File: config.mk
export PLATFORM = sky130hd
export DESIGN_NAME = multi_tick_gen_flat
export DESIGN_NICKNAME = d
export VERILOG_FILES = /design/src/rtl/multi_tick_gen_if.sv /design/src/rtl/multi_tick_gen.sv /design/src/flat_wrapper.sv
export SDC_FILE = /design/constraint.sdc
export NUM_CORES = 1
export LEC_CHECK = 0
export CORE_ASPECT_RATIO = 0.5
export CORE_UTILIZATION = 55
export CTS_CLUSTER_SIZE = 20
export DETAILED_ROUTE_END_ITERATION = 10
export PLACE_DENSITY = 0.78
export SLEW_MARGIN = 20
export SYNTH_ARGS = -nofsm -noshare
export SYNTH_HDL_FRONTEND = slang
export SYNTH_SLANG_ARGS = --single-unit
File: constraint.sdc
create_clock -name clk -period 9.28 [get_ports clk]
set_input_delay 1.392 -clock clk [delete_from_list [all_inputs] [get_ports clk]]
set_output_delay 1.392 -clock clk [all_outputs]
set_load 0.05 [all_outputs]
File: src/rtl/multi_tick_gen_if.sv
// Control and status bundle for multi_tick_gen: per-channel enables, sync/load
// strobes, and the tick/square/divisor outputs.
interface multi_tick_gen_if #(
    parameter int N_CH  = 4,
    parameter int DIV_W = 24
);
    localparam int CH_W = (N_CH > 1) ? $clog2(N_CH) : 1;

    logic [N_CH-1:0]       enable;
    logic                  sync;
    logic                  load;
    logic [CH_W-1:0]       load_ch;
    logic [DIV_W-1:0]      load_div;
    logic [N_CH-1:0]       tick;
    logic [N_CH-1:0]       sq;
    logic [N_CH*DIV_W-1:0] div_out;

    modport master (
        output enable, sync, load, load_ch, load_div,
        input  tick, sq, div_out
    );

    modport slave (
        input  enable, sync, load, load_ch, load_div,
        output tick, sq, div_out
    );
endinterface

File: src/rtl/multi_tick_gen.sv
// Multi-channel programmable clock divider: each channel emits a one-cycle
// tick every D enabled cycles and a square wave toggling on every tick.
module multi_tick_gen #(
    parameter int                    N_CH     = 4,
    parameter int                    DIV_W    = 24,
    parameter logic [N_CH*DIV_W-1:0] DIV_INIT = {N_CH{DIV_W'(24'd8388608)}}
) (
    input  logic              clk,
    input  logic              reset,
    multi_tick_gen_if.slave   bus
);
    localparam int CH_W = (N_CH > 1) ? $clog2(N_CH) : 1;

    logic [DIV_W-1:0] div_q [N_CH];
    logic [DIV_W-1:0] div_d [N_CH];
    logic [DIV_W-1:0] cnt_q [N_CH];
    logic [DIV_W-1:0] cnt_d [N_CH];
    logic [N_CH-1:0]  tick_q, tick_d;
    logic [N_CH-1:0]  sq_q, sq_d;
    logic [N_CH-1:0]  ld_sel;

    // Reload value for a divisor: D-1, but a zero divisor parks the counter at 0.
    function automatic logic [DIV_W-1:0] dec_sat(input logic [DIV_W-1:0] v);
        return (v == '0) ? '0 : v - DIV_W'(1);
    endfunction

    function automatic logic [DIV_W-1:0] init_div(input int ch);
        return DIV_INIT[ch*DIV_W +: DIV_W];
    endfunction

    always_comb begin
        ld_sel = '0;
        tick_d = '0;
        sq_d   = sq_q;
        for (int i = 0; i < N_CH; i++) begin
            div_d[i] = div_q[i];
            cnt_d[i] = cnt_q[i];
            // Out-of-range load_ch never matches any channel index.
            ld_sel[i] = bus.load && (bus.load_ch == CH_W'(i));
            if (bus.sync || ld_sel[i]) begin
                if (ld_sel[i]) begin
                    div_d[i] = bus.load_div;
                    cnt_d[i] = dec_sat(bus.load_div);
                end else begin
                    cnt_d[i] = dec_sat(div_q[i]);
                end
                if (bus.sync) begin
                    sq_d[i] = 1'b0;
                end
            end else if (bus.enable[i] && (div_q[i] != '0)) begin
                if (cnt_q[i] == '0) begin
                    cnt_d[i]  = div_q[i] - DIV_W'(1);
                    tick_d[i] = 1'b1;
                    sq_d[i]   = ~sq_q[i];
                end else begin
                    cnt_d[i] = cnt_q[i] - DIV_W'(1);
                end
            end
        end
    end

    always_ff @(posedge clk) begin
        if (reset) begin
            for (int i = 0; i < N_CH; i++) begin
                div_q[i] <= init_div(i);
                cnt_q[i] <= dec_sat(init_div(i));
            end
            tick_q <= '0;
            sq_q   <= '0;
        end else begin
            for (int i = 0; i < N_CH; i++) begin
                div_q[i] <= div_d[i];
                cnt_q[i] <= cnt_d[i];
            end
            tick_q <= tick_d;
            sq_q   <= sq_d;
        end
    end

    assign bus.tick = tick_q;
    assign bus.sq   = sq_q;

    for (genvar g = 0; g < N_CH; g++) begin : g_div_out
        assign bus.div_out[g*DIV_W +: DIV_W] = div_q[g];
    end
endmodule

File: src/flat_wrapper.sv
// flat-port wrapper written by rule: the top's interface ports become plain ports
module multi_tick_gen_flat 
#(
    parameter int                    N_CH     = 4,
    parameter int                    DIV_W    = 24,
    parameter logic [N_CH*DIV_W-1:0] DIV_INIT = {N_CH{DIV_W'(24'd8388608)}}
)
  (clk, reset, bus_enable, bus_sync, bus_load, bus_load_ch, bus_load_div, bus_tick, bus_sq, bus_div_out);
  multi_tick_gen_if #(.N_CH(N_CH), .DIV_W(DIV_W)) bus_i ();
  input  logic clk;
  input  logic reset;
  input wire logic [$bits(bus_i.enable)-1:0] bus_enable;
  input wire logic [$bits(bus_i.sync)-1:0] bus_sync;
  input wire logic [$bits(bus_i.load)-1:0] bus_load;
  input wire logic [$bits(bus_i.load_ch)-1:0] bus_load_ch;
  input wire logic [$bits(bus_i.load_div)-1:0] bus_load_div;
  output wire logic [$bits(bus_i.tick)-1:0] bus_tick;
  output wire logic [$bits(bus_i.sq)-1:0] bus_sq;
  output wire logic [$bits(bus_i.div_out)-1:0] bus_div_out;
  assign bus_i.enable = bus_enable;
  assign bus_i.sync = bus_sync;
  assign bus_i.load = bus_load;
  assign bus_i.load_ch = bus_load_ch;
  assign bus_i.load_div = bus_load_div;
  assign bus_tick = bus_i.tick;
  assign bus_sq = bus_i.sq;
  assign bus_div_out = bus_i.div_out;
  multi_tick_gen #(.N_CH(N_CH), .DIV_W(DIV_W), .DIV_INIT(DIV_INIT)) u_core (.clk(clk), .reset(reset), .bus(bus_i));
endmodule
# After elaboration in Yosys (flattened, before gate mapping)
# Memory sizes are Yosys's and may differ from the RTL's.
# Index checks and enable logic that the tools add are counted.
[classes] addsub=9 n_mul=0 div=0 magnitude_cmp=0 eq_ne=7 shifts=0 muxes=57 bitwise=16 reduce_logical=42
[op_table] op="2-to-1 mux 24 bit" count=37
[op_table] op="logical NOT 24 bit" count=9
[op_table] op="subtractor 24 x 1 -> 24 bit (second input constant)" count=9
[op_table] op="nonzero test 24 bit" count=4
[op_table] op="2-to-1 mux 1 bit" count=20
[op_table] op="nonzero test 2 bit" count=8
[op_table] op="AND reduction 3 bit" count=4
[op_table] op="OR reduction 3 bit" count=4
[op_table] op="logical AND 1 bit" count=8
[op_table] op="inequality test 2 bit (second input constant)" count=4
[op_table] op="inverter 1 bit" count=8
[op_table] op="OR 1 bit" count=8
[op_table] op="equality test 2 bit (second input constant)" count=2
[op_table] op="logical OR 1 bit" count=4
[op_table] op="equality test 2 x 1 -> 1 bit (second input constant)" count=1
[op_table] op="logical NOT 2 bit" count=1
[word_totals] regBits=8 latchBits=0 mem_bits_rw=192 romBits=0 in_bits=34 out_inout_bits=104 wordCells=141 memories=2
[memory_table] memory="u_core.cnt_q" words=4 width=24 rd=4 rd_ports_with_merged_regs=0 wr=4 line_no="multi_tick_gen.sv:16" rtl="logic [DIV_W-1:0] cnt_q [N_CH];"
[memory_table] memory="u_core.div_q" words=4 width=24 rd=4 rd_ports_with_merged_regs=0 wr=4 line_no="multi_tick_gen.sv:14" rtl="logic [DIV_W-1:0] div_q [N_CH];"

# Depth between registers and ports, before layout
[depth] ltp_word=5 ltp_mapped=12 ltp_nobuf=9

# Least setup slack after synthesis
# OpenSTA, ideal clock, no wires.
[synth_timing] path_type="input to register" start="in bus_load_div[5]" end="mem u_core.cnt_q[2][23]" setup_ns=0.117 arrival_ns=3.858 t_required_ns=9.163 path_slack_ns=5.304 path_stages=9 path_buffers=2 path_cell_list="buf_2 or4_4 or2_1 clkbuf_2 or4_4 or3_4 xnor2_4 a211o_1 a32o_1"
[synth_rtl] element="start: declaration" line_no="flat_wrapper.sv:16" rtl="input wire logic [$bits(bus_i.load_div)-1:0] bus_load_div;"
[synth_rtl] element="end: declaration" line_no="multi_tick_gen.sv:16"

==> flow_summary.yaml <==
finish:
  postLayoutCoreUtil_pct: 65.84
  drive_above_1_share_pct: 4.886
  area_growth_pct: 15.39
  final_cell_mix: "324 x nand2_1, 200 x dfxtp_1, 179 x nor2_1, 164 x a21oi_1, 136 x clkdlybuf4s50_1"
  stdcell_area_um2: 15290
  final-instance-count-excl-fill: 2191
  fin_nets: 1923
  layout_commonest_cell: "nand2_1"
detailed_routing:
  drcViolationCount: 0
  drt_iter0_drc: 2643
  routedWlPerCell_um: 24.03
  drt-total-wl_mm: 52.64
  ant_nets: 0
  first_pass_iters: 7
  vias: 14920
  via_per_inst: 6.811
worst_setup_path:
  cp-end-kind: "flop"
  cpPeakStageDelay_ns: 0.71
  crit_fanout: 9
  critPathTopFamily: "simple AND/OR/NAND/NOR gates"
  worstSetupStartpointType: "input port"
  worstPathArrival_ns: 5.16
  critPathBufInv: 2
  crit_path_top_delay_cell: "clkdlybuf4s50_1"
  crit_chain: "clkdlybuf4s50_1 > inv_1 > ha_1 > nor3b_1 > nand4b_1 > or4_1 > mux2i_1 > o21ai_0 > nor4_1 > nor3_1"
  cp_data_required_time_ns: 9.62
  timing_worst_setup_path_type: "input port to flop"
grt:
  grt.total_usage_pct: 41.52
  grt_pass1_vias: 13220
  antenna_found_initial: 2
  grt_pass1_wl_mm: 78.72
  grt_max_degree: 64
  gr-total-overflow: 0
timing:
  slew_headroom_pct: 12.65
  fmax_mhz: 207.8
  post-route-min-period_ns: 4.813
  setup-tns-final_ns: 0
  slew_violations: 0
  finalClockSkew_ns: 0.01294
  setup_slack_ns: 4.467
  rsz0062_at_grt: "false"
  setup_viol: 0
  period_share_pct: 51.87
  hold_viol: 0
  worst_pin_slew_ns: 1.306
  hold_ws_ns: 0.4996
floorplanning:
  io_pins: 138
  design.core.area_um2: 23230
  die_area_um2: 24760
  rows: 39
  fp.dieH_um: 111.8
  die-width_um: 221.5
  floorplan.initialDensity_pct: 57.06
cts:
  cts_made_buffers: 17
  cts_buffer_depth: 2
  ctsHoldBuffers: 0
  post_cts_resized: 0
  cts-root-buf: "clkbuf_16"
  cts_setup_buffers: 0
  cts_max_level: 4
  clk_latency_ns: 0.47
  cts_tree: "built"
  clock-sinks: 200
  clk_pin_slew_worst_paths_ns: 0.07
logic_synthesis:
  muxShareOfSynthArea_pct: 1.614
  synthAdderAreaFrac_pct: 1.699
  netlist_area_um2: 13250
  synth-xor-area-share_pct: 10.71
  synth_compound_area_share_pct: 21.47
  syn_inst: 1814
  yosys.area.top_type: "dfxtp_1"
  yosys_most_used_dff: "dfxtp_1"
  synth-edff-count: 0
  yosys.cell_types.count: 81
  ys_ff_latch: 200
  synth_top_family_by_area: "simple AND/OR/NAND/NOR gates"
  synth-simple-area-share_pct: 29.97
  synth_area_leaders: "dfxtp_1 30%, nand2_1 9.2%, a21oi_1 6.2%"
  ys_async_sr_fraction_pct: 0
  synth_top_area_share_pct: 30.21
  ys_seq_area_share_pct: 30.21
  synth_nets: 1866
  yosysWarnings: 0
  postSynthAreaPerCell_um2: 7.306
place:
  placed_cells: 2159
  placement.io_buffers: 137
  pre_cts_ws_ns: 4.273
  routabilityCongestion: 1.041
  hpwl_mm: 37.39
  post_dp_cell_area_um2: 14700
outcome:
  status: "finished, final reports clean"
pwr:
  report.power.total_mw: 2.447
  powerDensity_nw_per_um2: 160.0
  irDropWorstVdd_mv: 0.1401
  p_leak_nw: 5.453
hold_path:
  min_path_type: "flop to flop"
job:
  drv_cap: 0
## cell type report
cell class | instances | area [um2]
flip-flops and latches | 200 | 4004
diodes | 1 | 2.502
fillers | 2065 | 7934
inverters | 23 | 86.33
well taps | 307 | 384.1
clock buffers | 19 | 442.9
multi-input cells | 1471 | 8702
clock inverters | 12 | 145.1
repair buffers | 158 | 1526
## logic make-up (layout without fill, tap and decap cells)
group,Yosys count,count (layout)
adder cells (fa/ha/maj),18,18
XOR/XNOR,160,160
flip-flops,200,200
multiplexers,21,21
AO/OA/AOI/OAI,441,441
AND/OR/NAND/NOR,831,831
other,0,1
buffers and inverters,143,212
## report_power, final
group / internal (mW) / switching [mW]
registers: 0.922 / 0.0879
clock network: 0.407 / 0.375
logic: 0.229 / 0.425
## metal layers
layer / track usage (%) / routed length, um / vias up
li1: - / - / 6692
met3: 14.75 / 8124 / 159
met2: 60.34 / 21710 / 1050
met1: 56.80 / 21190 / 7020
met5: 1.518 / 13 / -
met4: 13.80 / 1601 / 2
## sequential cells by signal, summed over array words and instances (netlist names)
name,flops
u_core.bus.sq,4
u_core.bus.tick,4
u_core.cnt_q,96
u_core.div_q,96
## synth_stat cells, types with 19 or more instances
| master | n |
|---|---|
| a211oi_1 | 20 |
| a21oi_1 | 164 |
| a221oi_1 | 26 |
| clkbuf_1 | 94 |
| dfxtp_1 | 200 |
| inv_1 | 23 |
| nand2_1 | 324 |
| nand3_1 | 46 |
| nor2_1 | 181 |
| nor3_1 | 82 |
| nor4_1 | 45 |
| o211ai_1 | 21 |
| o21ai_0 | 70 |
| o221ai_1 | 19 |
| o22ai_1 | 28 |
| or4_1 | 40 |
| xnor2_1 | 81 |
| xor2_1 | 78 |
## worst register-to-register path, stage by stage, from the launching register on
cell and delay, ns:
dfxtp_1 0.37, or4_1 0.64, nor4_1 0.61, nand3_1 0.96, nand2_1 0.59, o22ai_1 0.16, a211oi_1 0.22, o21ai_0 0.09
## worst paths after layout
| check | start | to | slack [ns] | depth (start not counted) |
|---|---|---|---|---|
| setup reg to reg | u_core.cnt_q[0][16] | u_core.cnt_q[0][11] | 5.48 | 7 |
| hold reg to reg | u_core.div_q[0][39] | u_core.div_q[0][39] | 0.50 | 2 |
| hold / removal | u_core.div_q[0][39] | u_core.div_q[0][39] | 0.50 | 2 |
| setup / recovery | bus_load_div[0] | u_core.cnt_q[1][22] | 4.47 | 10 |
Power figures use the tool's default switching activity.
